**src/rtl/target_generator.sv**
```systemverilog
// target_generator: picks the snake's next food position in 4-pixel grid units.
// Two free-running LFSRs feed a rejection sampler; a bounded search falls back
// to a deterministic offset so a new target always appears within SEARCH_MAX+1 cycles.
module target_generator #(
  parameter int unsigned MAX_X      = 159,
  parameter int unsigned MAX_Y      = 119,
  parameter int unsigned INIT_X     = 40,
  parameter int unsigned INIT_Y     = 30,
  parameter logic [7:0]  SEED_H     = 8'hA5,
  parameter logic [6:0]  SEED_V     = 7'h5B,
  parameter int unsigned SEARCH_MAX = 63
) (
  input  logic       CLK,
  input  logic       RESET,
  input  logic [1:0] MSM_STATE,
  input  logic       TARGET_REACHED,
  output logic [7:0] TARGET_ADDR_H,
  output logic [6:0] TARGET_ADDR_V,
  output logic       TARGET_VALID,
  output logic       TARGET_UPDATED
);

  typedef enum logic {
    HOLD   = 1'b0,
    SEARCH = 1'b1
  } state_e;

  localparam logic [7:0] INIT_H  = 8'(INIT_X);
  localparam logic [6:0] INIT_V  = 7'(INIT_Y);
  localparam logic [8:0] MAX_H9  = 9'(MAX_X);
  localparam logic [7:0] MAX_V8  = 8'(MAX_Y);
  localparam logic [8:0] LIM_H   = 9'(MAX_X) + 9'd1;
  localparam logic [7:0] LIM_V   = 8'(MAX_Y) + 8'd1;
  localparam logic [5:0] CNT_MAX = 6'(SEARCH_MAX);

  localparam logic [1:0] MSM_IDLE = 2'b00;
  localparam logic [1:0] MSM_PLAY = 2'b01;

  state_e     state_q, state_d;
  logic [7:0] lfsr_h_q, lfsr_h_d;
  logic [6:0] lfsr_v_q, lfsr_v_d;
  logic       reached_q;
  logic [5:0] cnt_q, cnt_d;
  logic [7:0] addr_h_q, addr_h_d;
  logic [6:0] addr_v_q, addr_v_d;
  logic       valid_q, valid_d;
  logic       upd_q, upd_d;

  logic       rise;
  logic       accept;
  logic [8:0] fb_h_sum;
  logic [7:0] fb_v_sum;
  logic [7:0] fb_h;
  logic [6:0] fb_v;

  // LFSR next values; an all-zero state reloads the seed to escape lock-up
  always_comb begin
    lfsr_h_d = {lfsr_h_q[6:0], lfsr_h_q[7] ^ lfsr_h_q[5] ^ lfsr_h_q[4] ^ lfsr_h_q[3]};
    lfsr_v_d = {lfsr_v_q[5:0], lfsr_v_q[6] ^ lfsr_v_q[5]};
    if (lfsr_h_q == '0) lfsr_h_d = SEED_H;
    if (lfsr_v_q == '0) lfsr_v_d = SEED_V;
  end

  // Candidate acceptance test and single-subtraction wrapped fallback position
  always_comb begin
    rise     = TARGET_REACHED & ~reached_q;
    accept   = ({1'b0, lfsr_h_q} <= MAX_H9) && ({1'b0, lfsr_v_q} <= MAX_V8) &&
               ((lfsr_h_q != addr_h_q) || (lfsr_v_q != addr_v_q));
    fb_h_sum = {1'b0, addr_h_q} + 9'd37;
    fb_v_sum = {1'b0, addr_v_q} + 8'd23;
    fb_h     = 8'((fb_h_sum >= LIM_H) ? fb_h_sum - LIM_H : fb_h_sum);
    fb_v     = 7'((fb_v_sum >= LIM_V) ? fb_v_sum - LIM_V : fb_v_sum);
  end

  // Search FSM: IDLE forces the initial target, WIN/LOST freeze, PLAY runs
  always_comb begin
    state_d  = state_q;
    cnt_d    = cnt_q;
    addr_h_d = addr_h_q;
    addr_v_d = addr_v_q;
    valid_d  = valid_q;
    upd_d    = 1'b0;
    if (MSM_STATE == MSM_IDLE) begin
      state_d  = HOLD;
      cnt_d    = '0;
      addr_h_d = INIT_H;
      addr_v_d = INIT_V;
      valid_d  = 1'b1;
    end else if (MSM_STATE == MSM_PLAY) begin
      unique case (state_q)
        HOLD: begin
          if (rise) begin
            state_d = SEARCH;
            valid_d = 1'b0;
            cnt_d   = '0;
          end
        end
        SEARCH: begin
          if (accept) begin
            addr_h_d = lfsr_h_q;
            addr_v_d = lfsr_v_q;
            valid_d  = 1'b1;
            upd_d    = 1'b1;
            state_d  = HOLD;
          end else if (cnt_q == CNT_MAX) begin
            addr_h_d = fb_h;
            addr_v_d = fb_v;
            valid_d  = 1'b1;
            upd_d    = 1'b1;
            state_d  = HOLD;
          end else begin
            cnt_d = cnt_q + 6'd1;
          end
        end
        default: state_d = HOLD;
      endcase
    end
  end

  // State registers with synchronous active-low reset
  always_ff @(posedge CLK) begin
    if (!RESET) begin
      state_q   <= HOLD;
      lfsr_h_q  <= SEED_H;
      lfsr_v_q  <= SEED_V;
      reached_q <= 1'b0;
      cnt_q     <= '0;
      addr_h_q  <= INIT_H;
      addr_v_q  <= INIT_V;
      valid_q   <= 1'b1;
      upd_q     <= 1'b0;
    end else begin
      state_q   <= state_d;
      lfsr_h_q  <= lfsr_h_d;
      lfsr_v_q  <= lfsr_v_d;
      reached_q <= TARGET_REACHED;
      cnt_q     <= cnt_d;
      addr_h_q  <= addr_h_d;
      addr_v_q  <= addr_v_d;
      valid_q   <= valid_d;
      upd_q     <= upd_d;
    end
  end

  assign TARGET_ADDR_H  = addr_h_q;
  assign TARGET_ADDR_V  = addr_v_q;
  assign TARGET_VALID   = valid_q;
  assign TARGET_UPDATED = upd_q;

endmodule
```
**config.mk**
```make
export PLATFORM = sky130hd
export DESIGN_NAME = target_generator
export DESIGN_NICKNAME = d
export VERILOG_FILES = /design/src/rtl/target_generator.sv
export SDC_FILE = /design/constraint.sdc
export NUM_CORES = 1
export LEC_CHECK = 0
export ABC_AREA = 0
export CAP_MARGIN = 25
export CORE_ASPECT_RATIO = 1.1
export CORE_UTILIZATION = 55
export DETAILED_ROUTE_END_ITERATION = 16
export DONT_BUFFER_PORTS = 1
export GPL_TIMING_DRIVEN = 0
export PLACE_DENSITY = 0.73
export SYNTH_ARGS = -nofsm -noshare
export SYNTH_HDL_FRONTEND = slang
export SYNTH_SLANG_ARGS = --single-unit
```
**constraint.sdc**
```tcl
create_clock -name CLK -period 3.78 [get_ports CLK]
set_clock_uncertainty 0.05 [all_clocks]
set_input_delay 0.378 -clock CLK [delete_from_list [all_inputs] [get_ports CLK]]
set_output_delay 0.378 -clock CLK [all_outputs]
set_load 0.02 [all_outputs]
```
==> impl_metrics.yaml <==
floorplan:
  dieArea_um2: 5100
  start_util_pct: 57.0
  fp.dieH_um: 74.8
  die_w_um: 68.2
  pin_count: 22
  fp-row-count: 26
  core-area_um2: 4650
run:
  maxCapViolCount: 0
placement:
  pre_cts_ws_ns: 0.341
  place_hpwl_um: 4820
  portBuffers: 0
  place_congestion: 0.868
power:
  p_total_uw: 943
  leakage_nw: 1.05
  internal-power_uw: 715
  power_frac_clock_pct: 40.1
  ir_drop_uv: 180
  switching_share_pct: 24.2
  power_frac_seq_pct: 48.9
  combPwrFrac_pct: 11.0
  p_switching_uw: 228
  powerDensity_nw_per_um2: 331
clock_tree:
  clock_latency_ns: 0.29
  htreeDepth: 2
  cts_made_buffers: 5
  clk_pin_slew_ns: 0.08
  post-cts-setup-buffer-count: 0
  cts_root_buf: "clkbuf_8"
  holdBufCountCts: 0
  post_cts_resized: 0
  clk_path_buf_depth: 2
  cts_tree: "yes"
  clock-sinks: 40
synth:
  synth_warnings: 0
  async_flop_share_pct: 0
  synth_edf_count: 0
  ys_seq_elements: 40
  seq_area_frac_synth_pct: 30.2
  avgSynthCellArea_um2: 8.19
  synth_cell_type_count: 59
  synth-main-ff-cell: "dfxtp_1"
  syn_nets: 335
  synth_cells: 324
  synth_area_um2: 2650
finish:
  drive_above_1_share_pct: 10.8
  area_growth_pct: 7.41
  final_util_pct: 61.2
  antenna_cells: 0
  nets: 342
  fillers: 426
  layout_common_cells: "40 x dfxtp_1, 32 x nand2_1, 19 x o21ai_0"
  final_common_cell: "dfxtp_1"
hold_path:
  hold_path_depth: 1
  min_from: "TARGET_REACHED"
  hold_end: "reached_q"
  min_path_type: "input port to register"
critical_path:
  arrival_ns: 3.66
  r2r_end: "TARGET_ADDR_H[5]"
  regToRegSetupSlack_ns: 0.29
  crit_required_ns: 3.95
  worstRegToRegCells: 12
  cp-start-kind: "register"
  cp-end-kind: "register"
  criticalPathCategory: "register to register"
  reg2reg_from: "TARGET_ADDR_H[0]"
  cp_max_fo: 10
routing:
  wl_met3_um: 440
  vias: 2496
  routedWlPerCell_um: 17.0
  wl_met2_um: 3140
  drt_iter0_drc: 208
  routed.top_layer: "met4"
  drc_errors: 0
  ant_nets: 0
  viasPerCell: 6.43
  detail_route.first_pass.iterations: 5
  wl_met1_um: 2910
  routed_wl_um: 6610
timing:
  finalSetupTns_ns: 0
  report.final.setup_viol: 0
  hold_viol: 0
  min_period_over_period_pct: 92.4
  grt_setup_unrepaired: "no"
  worst_slack_ns: 0.288
  min_period_ns: 3.49
  slew_violations: 0
  fmax_mhz: 286
  worst_pin_slew_ns: 0.721
  maxSlewHeadroom_pct: 51.4
outcome:
  outcome: "completed"
grt:
  antenna_found_initial: 0
  grt_start_max_net_pins: 13
  grt_first_pass_wirelength_um: 10900
  grt_pass1_vias: 2276
  grt_usage_pct: 28.7
  grt_overflow_total: 0
[sequential cells by signal (all words and copies together) (netlist names)]
signal	count
state_q	1
cnt_q	6
TARGET_UPDATED	1
TARGET_ADDR_V	7
TARGET_ADDR_H	8
reached_q	1
TARGET_VALID	1
lfsr_v_q	7
lfsr_h_q	8
[final cells by class]
| cell class | count | area [um2] | share of cell area [%] |
|---|---|---|---|
| multi-input combinational | 255 | 1690 | 59.2 |
| sequential | 40 | 801 | 28.1 |
| buffer | 19 | 126 | 4.44 |
| clock buffer | 7 | 96.3 | 3.38 |
| tap | 56 | 70.1 | 2.46 |
| inverter | 10 | 37.5 | 1.32 |
| clock inverter | 1 | 30.0 | 1.05 |
[power groups by stage]
stage | Sequential [mW] | Clock (mW) | Combinational, mW
after global routing | 0.463 | 0.402 | 0.114
after global placement | 0.470 | 0 | 0.101
after detailed placement | 0.471 | 0 | 0.102
after floorplan | 0.462 | 0 | 0.0824
final | 0.461 | 0.378 | 0.104
after CTS | 0.461 | 0.385 | 0.103
[kinds of logic (layout without fill, tap and decap cells)]
kind of cell	count (synthesis)	in the layout	synth area share [%]
DFF	40	40	30.2
and+or+nand+nor	127	127	25.5
muxes	8	8	3.07
buffers and inverters	29	37	6.18
adders and majority gates	6	6	2.83
xor gates and xnor gates	23	23	7.88
AOI/OAI and AO/OA	91	91	24.3
[critical path: stages, from the launching register on]
cell and delay, ns:
dfxtp_1 0.45, ha_1 0.31, or2_2 0.32, a31oi_1 0.44, xor2_1 0.19, ha_1 0.18, buf_2 0.20, nand2b_1 0.10
a21oi_1 0.15, nand2_1 0.07, a32o_1 0.26, or4_1 0.48, a32oi_1 0.21
[per-layer routing]
metal | GRT usage (%) | vias to the layer above
li1 | - | 1214
met1 | 36.3 | 1173
met2 | 47.5 | 95
met3 | 6.21 | 14
met4 | 10.2 | 0
met5 | 0 | -
[worst max path at each step]
stage                     slack (ns)              from          endpoint
final                           0.29  TARGET_ADDR_H[0]  TARGET_ADDR_H[5]
after global routing            0.06  TARGET_ADDR_H[0]  TARGET_ADDR_H[5]
after CTS                       0.32  TARGET_ADDR_H[0]  TARGET_ADDR_H[5]
after detailed placement        0.34  TARGET_ADDR_H[0]  TARGET_ADDR_H[5]
after global placement          0.35  TARGET_ADDR_H[0]  TARGET_ADDR_H[5]
after floorplan                 0.67  TARGET_ADDR_H[0]  TARGET_ADDR_H[6]
[synthesized netlist by cell type, types with 2 or more instances]
cell type	n	share of area, %
a2111oi_0	2	0.66
a211o_1	4	1.3
a211oi_1	5	1.4
a21boi_0	2	0.57
a21o_1	4	1.1
a21oi_1	11	2.1
a22o_1	2	0.66
a2bb2oi_1	2	0.66
a31oi_1	8	1.9
a32o_1	2	0.75
a32oi_1	2	0.66
and2_1	8	1.9
and3_1	5	1.2
buf_2	5	0.94
buf_6	6	2.5
clkbuf_1	7	0.99
dfxtp_1	40	30
ha_1	6	2.8
inv_1	10	1.4
mux2i_1	7	2.6
nand2_1	32	4.5
nand2b_1	7	1.7
nand3_1	18	3.4
nand4_1	9	2.1
nor2_1	14	2.0
nor2b_1	6	1.4
nor3_1	4	0.75
nor4_1	4	0.94
o2111ai_1	5	1.7
o211ai_1	3	0.85
o21a_1	4	1.1
o21ai_0	19	3.6
o22a_1	2	0.66
o2bb2ai_1	2	0.66
or2_2	9	2.1
or4_1	5	1.4
xnor2_1	17	5.6
xor2_1	5	1.7
[per-stage QoR]
step | std cells | instance area [um2] | hold slack, ns
2_1_floorplan | 324 | 2650 | 0.388
3_3_place_gp | 380 | 2720 | 0.405
3_5_place_dp | 380 | 2720 | 0.413
4_1_cts | 388 | 2850 | 0.155
5_1_grt | 388 | 2850 | 0.154
6_report | 388 | 2850 | 0.160
Power figures use the tool's default switching activity.
